==> config.mk <==
export PLATFORM = sky130hd
export DESIGN_NAME = zh_1hot_lookup_feeder_flat
export DESIGN_NICKNAME = d
export VERILOG_FILES = /design/src/rtl/zh_1hot_lookup_feeder_if.sv /design/src/rtl/zh_1hot_lookup_feeder.sv /design/src/flat_wrapper.sv
export SDC_FILE = /design/constraint.sdc
export NUM_CORES = 1
export LEC_CHECK = 0
export BUFFER_PORTS_ARGS = -buffer_cell sky130_fd_sc_hd__buf_2
export CORE_MARGIN = 5
export CORE_UTILIZATION = 45
export CTS_BUF_LIST = sky130_fd_sc_hd__clkbuf_2 sky130_fd_sc_hd__clkbuf_4 sky130_fd_sc_hd__clkbuf_8
export DETAILED_ROUTE_END_ITERATION = 6
export PLACE_DENSITY = 0.75
export SYNTH_ARGS = -nofsm -noshare
export SYNTH_HDL_FRONTEND = slang
export SYNTH_SLANG_ARGS = --single-unit
==> constraint.sdc <==
create_clock -name clk_i -period 3.9 [get_ports clk_i]
set_input_delay 0.585 -clock clk_i [delete_from_list [all_inputs] [get_ports clk_i]]
set_output_delay 0.585 -clock clk_i [all_outputs]
set_load 0.01 [all_outputs]
==> src/rtl/zh_1hot_lookup_feeder_if.sv <==
// Config, request and response bundle for zh_1hot_lookup_feeder.
// The _i/_o suffixes give each signal's direction as seen from the feeder.
interface zh_1hot_lookup_feeder_if #(
   parameter int RESULT_WIDTH = 3,
   parameter int NUM_LOOKUPS  = 8,
   parameter int NUM_CHOICES  = 2,
   parameter int SEL_WIDTH    = (NUM_CHOICES > 1) ? $clog2(NUM_CHOICES) : 1,
   parameter int ADDR_WIDTH   = (NUM_LOOKUPS*NUM_CHOICES > 1) ? $clog2(NUM_LOOKUPS*NUM_CHOICES) : 1
);
   logic                              cfg_wr_en_i;
   logic                              cfg_wr_ready_o;
   logic [ADDR_WIDTH-1:0]             cfg_addr_i;
   logic [RESULT_WIDTH-1:0]           cfg_data_i;
   logic                              req_valid_i;
   logic                              req_ready_o;
   logic [NUM_LOOKUPS*SEL_WIDTH-1:0]  req_sel_i;
   logic [NUM_LOOKUPS-1:0]            req_mask_i;
   logic                              rsp_valid_o;
   logic                              rsp_ready_i;
   logic [RESULT_WIDTH*NUM_LOOKUPS-1:0] rsp_data_o;

   modport master (
      output cfg_wr_en_i, cfg_addr_i, cfg_data_i, req_valid_i, req_sel_i, req_mask_i, rsp_ready_i,
      input  cfg_wr_ready_o, req_ready_o, rsp_valid_o, rsp_data_o
   );
   modport slave (
      input  cfg_wr_en_i, cfg_addr_i, cfg_data_i, req_valid_i, req_sel_i, req_mask_i, rsp_ready_i,
      output cfg_wr_ready_o, req_ready_o, rsp_valid_o, rsp_data_o
   );
endinterface

==> src/rtl/zh_1hot_lookup_feeder.sv <==
// Feeder for zh_1hot_lookup_table: programmable table, one-hot select stage, result capture stage.
// Optional out-of-range select check is built when ZH_LKT_FEEDER_SEL_CHECK_EN is defined.
module zh_1hot_lookup_feeder #(
   parameter int RESULT_WIDTH = 3,
   parameter int NUM_LOOKUPS  = 8,
   parameter int NUM_CHOICES  = 2
) (
   input  logic                                          clk_i,
   input  logic                                          rst_i,
   zh_1hot_lookup_feeder_if.slave                        bus,
   output logic [NUM_LOOKUPS*NUM_CHOICES*RESULT_WIDTH-1:0] lookup_table_o,
   output logic [NUM_LOOKUPS*NUM_CHOICES-1:0]            input_o,
   input  logic [RESULT_WIDTH*NUM_LOOKUPS-1:0]           result_i,
   output logic                                          sel_err_o
);
   localparam int NE         = NUM_LOOKUPS*NUM_CHOICES;
   localparam int SEL_WIDTH  = (NUM_CHOICES > 1) ? $clog2(NUM_CHOICES) : 1;
   localparam int ADDR_WIDTH = (NE > 1) ? $clog2(NE) : 1;

   logic [NE-1:0][RESULT_WIDTH-1:0]     table_q, table_d;
   logic                                s1_valid_q, s1_valid_d;
   logic [NE-1:0]                       sel_q, sel_d, onehot;
   logic                                rsp_valid_q, rsp_valid_d;
   logic [RESULT_WIDTH*NUM_LOOKUPS-1:0] rsp_data_q, rsp_data_d;
   logic                                accept, s1_adv, wr_fire;

   assign s1_adv             = s1_valid_q && (!rsp_valid_q || bus.rsp_ready_i);
   assign bus.req_ready_o    = !s1_valid_q || s1_adv;
   // Table is frozen while S1 holds selects whose result has not been captured yet.
   assign bus.cfg_wr_ready_o = !s1_valid_q;
   assign accept             = bus.req_valid_i && bus.req_ready_o;
   assign wr_fire            = bus.cfg_wr_en_i && !s1_valid_q &&
                               ({1'b0, bus.cfg_addr_i} < (ADDR_WIDTH+1)'(NE));

   assign lookup_table_o = table_q;
   assign input_o        = sel_q;
   assign bus.rsp_valid_o = rsp_valid_q;
   assign bus.rsp_data_o  = rsp_data_q;

`ifdef ZH_LKT_FEEDER_SEL_CHECK_EN
   logic [NUM_LOOKUPS-1:0] oor;
`endif

   for (genvar f = 0; f < NUM_LOOKUPS; f++) begin : g_lkp
      logic [SEL_WIDTH-1:0] idx;
      assign idx = bus.req_sel_i[f*SEL_WIDTH +: SEL_WIDTH];
      for (genvar g = 0; g < NUM_CHOICES; g++) begin : g_ch
         assign onehot[f*NUM_CHOICES+g] = bus.req_mask_i[f] && (idx == SEL_WIDTH'(g));
      end
`ifdef ZH_LKT_FEEDER_SEL_CHECK_EN
      assign oor[f] = bus.req_mask_i[f] && ({1'b0, idx} >= (SEL_WIDTH+1)'(NUM_CHOICES));
`endif
   end

   always_comb begin
      table_d = table_q;
      for (int e = 0; e < NE; e++)
         if (wr_fire && (bus.cfg_addr_i == ADDR_WIDTH'(e))) table_d[e] = bus.cfg_data_i;
      s1_valid_d = s1_valid_q;
      sel_d      = sel_q;
      if (accept) begin
         s1_valid_d = 1'b1;
         sel_d      = onehot;
      end else if (s1_adv) begin
         s1_valid_d = 1'b0;
         sel_d      = '0;
      end
      rsp_valid_d = rsp_valid_q;
      rsp_data_d  = rsp_data_q;
      if (s1_adv) begin
         rsp_valid_d = 1'b1;
         rsp_data_d  = result_i;
      end else if (bus.rsp_ready_i) begin
         rsp_valid_d = 1'b0;
      end
   end

   always_ff @(posedge clk_i or posedge rst_i) begin
      if (rst_i) begin
         table_q     <= '0;
         s1_valid_q  <= 1'b0;
         sel_q       <= '0;
         rsp_valid_q <= 1'b0;
         rsp_data_q  <= '0;
      end else begin
         table_q     <= table_d;
         s1_valid_q  <= s1_valid_d;
         sel_q       <= sel_d;
         rsp_valid_q <= rsp_valid_d;
         rsp_data_q  <= rsp_data_d;
      end
   end

`ifdef ZH_LKT_FEEDER_SEL_CHECK_EN
   logic sel_err_q;
   always_ff @(posedge clk_i or posedge rst_i) begin
      if (rst_i)              sel_err_q <= 1'b0;
      else if (accept && |oor) sel_err_q <= 1'b1;
   end
   assign sel_err_o = sel_err_q;
`else
   assign sel_err_o = 1'b0;
`endif
endmodule

==> src/flat_wrapper.sv <==
// flat-port wrapper written by rule: the top's interface ports become plain ports
module zh_1hot_lookup_feeder_flat 
#(
   parameter int RESULT_WIDTH = 3,
   parameter int NUM_LOOKUPS  = 8,
   parameter int NUM_CHOICES  = 2
)
  (clk_i, rst_i, lookup_table_o, input_o, result_i, sel_err_o, bus_cfg_wr_en_i, bus_cfg_addr_i, bus_cfg_data_i, bus_req_valid_i, bus_req_sel_i, bus_req_mask_i, bus_rsp_ready_i, bus_cfg_wr_ready_o, bus_req_ready_o, bus_rsp_valid_o, bus_rsp_data_o);
  zh_1hot_lookup_feeder_if #(.RESULT_WIDTH(RESULT_WIDTH), .NUM_LOOKUPS(NUM_LOOKUPS), .NUM_CHOICES(NUM_CHOICES)) bus_i ();
  input  logic clk_i;
  input  logic rst_i;
  output logic [NUM_LOOKUPS*NUM_CHOICES*RESULT_WIDTH-1:0] lookup_table_o;
  output logic [NUM_LOOKUPS*NUM_CHOICES-1:0] input_o;
  input  logic [RESULT_WIDTH*NUM_LOOKUPS-1:0] result_i;
  output logic sel_err_o;
  input wire logic [$bits(bus_i.cfg_wr_en_i)-1:0] bus_cfg_wr_en_i;
  input wire logic [$bits(bus_i.cfg_addr_i)-1:0] bus_cfg_addr_i;
  input wire logic [$bits(bus_i.cfg_data_i)-1:0] bus_cfg_data_i;
  input wire logic [$bits(bus_i.req_valid_i)-1:0] bus_req_valid_i;
  input wire logic [$bits(bus_i.req_sel_i)-1:0] bus_req_sel_i;
  input wire logic [$bits(bus_i.req_mask_i)-1:0] bus_req_mask_i;
  input wire logic [$bits(bus_i.rsp_ready_i)-1:0] bus_rsp_ready_i;
  output wire logic [$bits(bus_i.cfg_wr_ready_o)-1:0] bus_cfg_wr_ready_o;
  output wire logic [$bits(bus_i.req_ready_o)-1:0] bus_req_ready_o;
  output wire logic [$bits(bus_i.rsp_valid_o)-1:0] bus_rsp_valid_o;
  output wire logic [$bits(bus_i.rsp_data_o)-1:0] bus_rsp_data_o;
  assign bus_i.cfg_wr_en_i = bus_cfg_wr_en_i;
  assign bus_i.cfg_addr_i = bus_cfg_addr_i;
  assign bus_i.cfg_data_i = bus_cfg_data_i;
  assign bus_i.req_valid_i = bus_req_valid_i;
  assign bus_i.req_sel_i = bus_req_sel_i;
  assign bus_i.req_mask_i = bus_req_mask_i;
  assign bus_i.rsp_ready_i = bus_rsp_ready_i;
  assign bus_cfg_wr_ready_o = bus_i.cfg_wr_ready_o;
  assign bus_req_ready_o = bus_i.req_ready_o;
  assign bus_rsp_valid_o = bus_i.rsp_valid_o;
  assign bus_rsp_data_o = bus_i.rsp_data_o;
  zh_1hot_lookup_feeder #(.RESULT_WIDTH(RESULT_WIDTH), .NUM_LOOKUPS(NUM_LOOKUPS), .NUM_CHOICES(NUM_CHOICES)) u_core (.clk_i(clk_i), .rst_i(rst_i), .bus(bus_i), .lookup_table_o(lookup_table_o), .input_o(input_o), .result_i(result_i), .sel_err_o(sel_err_o));
endmodule
==> impl_results.md <==
* Final Wtd Congestion at 0.727
* Yosys top cell area share at 0.633
* GR Util met2 at 0.267
* FF-to-FF End: u_core.input_o[15]
* Clock Skew at 0.00929 ns
* Max-cap viol count at 0
* TritonCTS clock tree: yes
* Hold_ws at 0.215 ns
* Post-cts sizing count at 0
* Antenna cells at 0
* R2R Path Start: u_core.s1_valid_q
* Syn nets at 283
* Num CTS Buffers at 9
* GRT Overall Usage at 0.170
* FILL cells at 640
* Drt first-iter violations at 31
* Count leader, synth: dfrtp_1
* Worst endpoint data arrival time at 1.60 ns
* Nets@finish at 427
* Top Usage Layer GRT: met2
* Top_reg_cell synth: dfrtp_1
* Max clock buf depth at 2
* Post-CTS setup buffer count at 0
* Number of synthesis warnings at 0
* Drt total wl at 7840 um
* Final worst-path cycle share at 0.560
* Crit-path cells: nand3b_1 -> buf_2
* Worst rel slew slack at 0.255
* Die height at 98.9 um
* Crit-path max FO at 12
* Area occupied by multi-input gates at 1240 um^2
* Routed len/inst at 16.3 um
* Register area share after synthesis at 0.633
* Commonest cells in the netlist: dfrtp_1 (90), mux2_2 (69), nand2_1 (12)
* Design area at 4580 um^2
* Critical path class: reg2out
* Required time worst endpoint at 3.31 ns
* Synthesized instance count at 231
* Core ar. at 7730 um^2
* Worst-margin pin slew at 1.11 ns
* Met1 Usage GRT at 0.220
* Vias per cell at 5.06
* Met3 Use GR at 0.0538
* Die area at 9780 um^2
* Share of layout cells above drive strength 1 at 0.632
* Fin worst setup slack at 1.72 ns
* Lkg Pwr at 2.37 nW
* FF+latch count, synth at 90
* Global-route wire length before repair at 13200 um
* Worst path slowest cell: dfrtp_1
* Unrepaired setup endpoints after global routing: no
* CTS H-Tree Depth at 3
* Later-pin clock latency in the skew report at 0.35 ns
* Root buffer selected by CTS: clkbuf_8
* Largest stage delay on the critical path at 0.55 ns
* Initial antenna violation count at 0
* Cell taking the most area after synthesis: dfrtp_1
* Die X at 98.9 um
* Async S/R FF share, synth at 1.00
* Setup slack, reg-to-reg at 1.88 ns
* IO Port Bufs at 142
* Place WS at 1.72 ns
* Fmax at 458 MHz
* Drt drc at 0
* P per Cell Area at 509 nW/um^2
* Total grt overflow at 0
* Via count at 2440
* Hold Violations, Final at 0
* Clock sink total at 90
* Flip-flop and latch area at 2250 um^2
* # rows at 32
* Syn Std Cell Area at 3560 um^2
* Pre-Repair DR Iteration Count at 4
* Post-DP HPWL at 5840 um
* Post-route minimum period at 2.18 ns
* Setup TNS at 0 ns
* Slew Limit Fails at 0
* Most area-consuming cells after synthesis: dfrtp_1 (63%), mux2_2 (22%), a32o_1 (2.3%)
* Placed inst area at 4350 um^2
* Status: complete, no violations
* Area Growth Syn to Fin at 28.6%
* Syn avg cell area at 15.4 um^2
* Peak VDD IR at 0.238 mV
* Initial Util at 0.460
* Endpoints failing setup at 0
* I/O Pins at 144
* Reg clk slew, reported paths at 0.09 ns
* R2R cell count at 3
* Synth cell types at 26
* Hold Path Class: in2async
* Post-DRT Antenna Nets at 0
* Largest net degree at the start of global routing at 38
* Number of synthesized flops with an enable pin at 0
* Worst Setup End Kind: output port
* Vias in the first global route at 2654
* Total power at 2.33 mW
* Critical Path Source Type: flop
* Hold_buf cts at 0
## state kept, by name, summed over array words and instances (netlist names)
| signal | flops |
|---|---|
| u_core.lookup_table_o | 48 |
| u_core.bus.rsp_data_o | 24 |
| u_core.input_o | 16 |
| u_core.bus.rsp_valid_o | 1 |
| u_core.s1_valid_q | 1 |
## per-layer routing
layer	wire length, um	share of wire
met1	3330	0.43
met4	150	0.019
met2	3650	0.47
met5	0	0
met3	703	0.090
## stage by stage
stage                      util  std cells
after floorplan               -        231
after global placement    0.563        466
after detailed placement  0.563        466
after CTS                 0.592        482
after global routing      0.592        482
final                     0.592        482
## area by class of cell
| class | count | share of cell area |
|---|---|---|
| clock inverter | 6 | 0.0197 |
| clock buffer | 10 | 0.0287 |
| tap | 102 | 0.0279 |
| inverter | 2 | 0.00191 |
| multi-input combinational | 128 | 0.271 |
| timing repair buffer | 144 | 0.159 |
| sequential | 90 | 0.492 |
## worst max path at each step
stage | slack, ns | end | from
finish | 1.72 | bus_req_ready_o | u_core.s1_valid_q
global route | 1.57 | bus_req_ready_o | u_core.s1_valid_q
CTS | 1.65 | bus_req_ready_o | u_core.s1_valid_q
detailed placement | 1.72 | u_core.input_o[15] | bus_rsp_ready_i
global placement | 1.79 | u_core.input_o[5] | bus_rsp_ready_i
floorplan | 0.98 | u_core.bus.rsp_data_o[0] | rst_i
## worst max-delay path: cells and delay by family (launching register included)
family	cells	cell delay [ns]
simple gates	1	0.42
flops	1	0.55
buf+inv	1	0.28
## power by group
part	internal (mW)	switching, mW
sequential	1.08	0.0780
clock	0.370	0.323
combinational	0.243	0.235
total	1.69	0.636
## layout by cell type, fill, tap and decap left out
master	instances
buf_2	142
dfrtp_1	90
mux2_2	69
nand2_1	12
clkbuf_8	9
a32o_1	8
nand3_1	8
o2bb2ai_1	8
mux2_4	3
nand2b_1	2
nor2_1	2
and4bb_2	2
nor2b_1	2
and2b_1	2
and3_4	2
clkinv_2	2
bufinv_16	2
buf_4	2
nand3b_1	1
and2_1	1
o21ai_1	1
nor4b_4	1
nand4b_4	1
or3_4	1
and3_1	1
inv_1	1
conb_1	1
inv_6	1
clkbuf_4	1
clkinvlp_4	1
clkinv_4	1
## cells by family after synthesis
group,after synthesis,synth area share
flip-flops,90,0.633
multiplexers,72,0.231
AND/OR/NAND/NOR,38,0.0728
AO/OA/AOI/OAI,17,0.0436
buffers and inverters,13,0.0183
other,1,0.00105
Note: power is estimated with default switching activity, not from simulation.
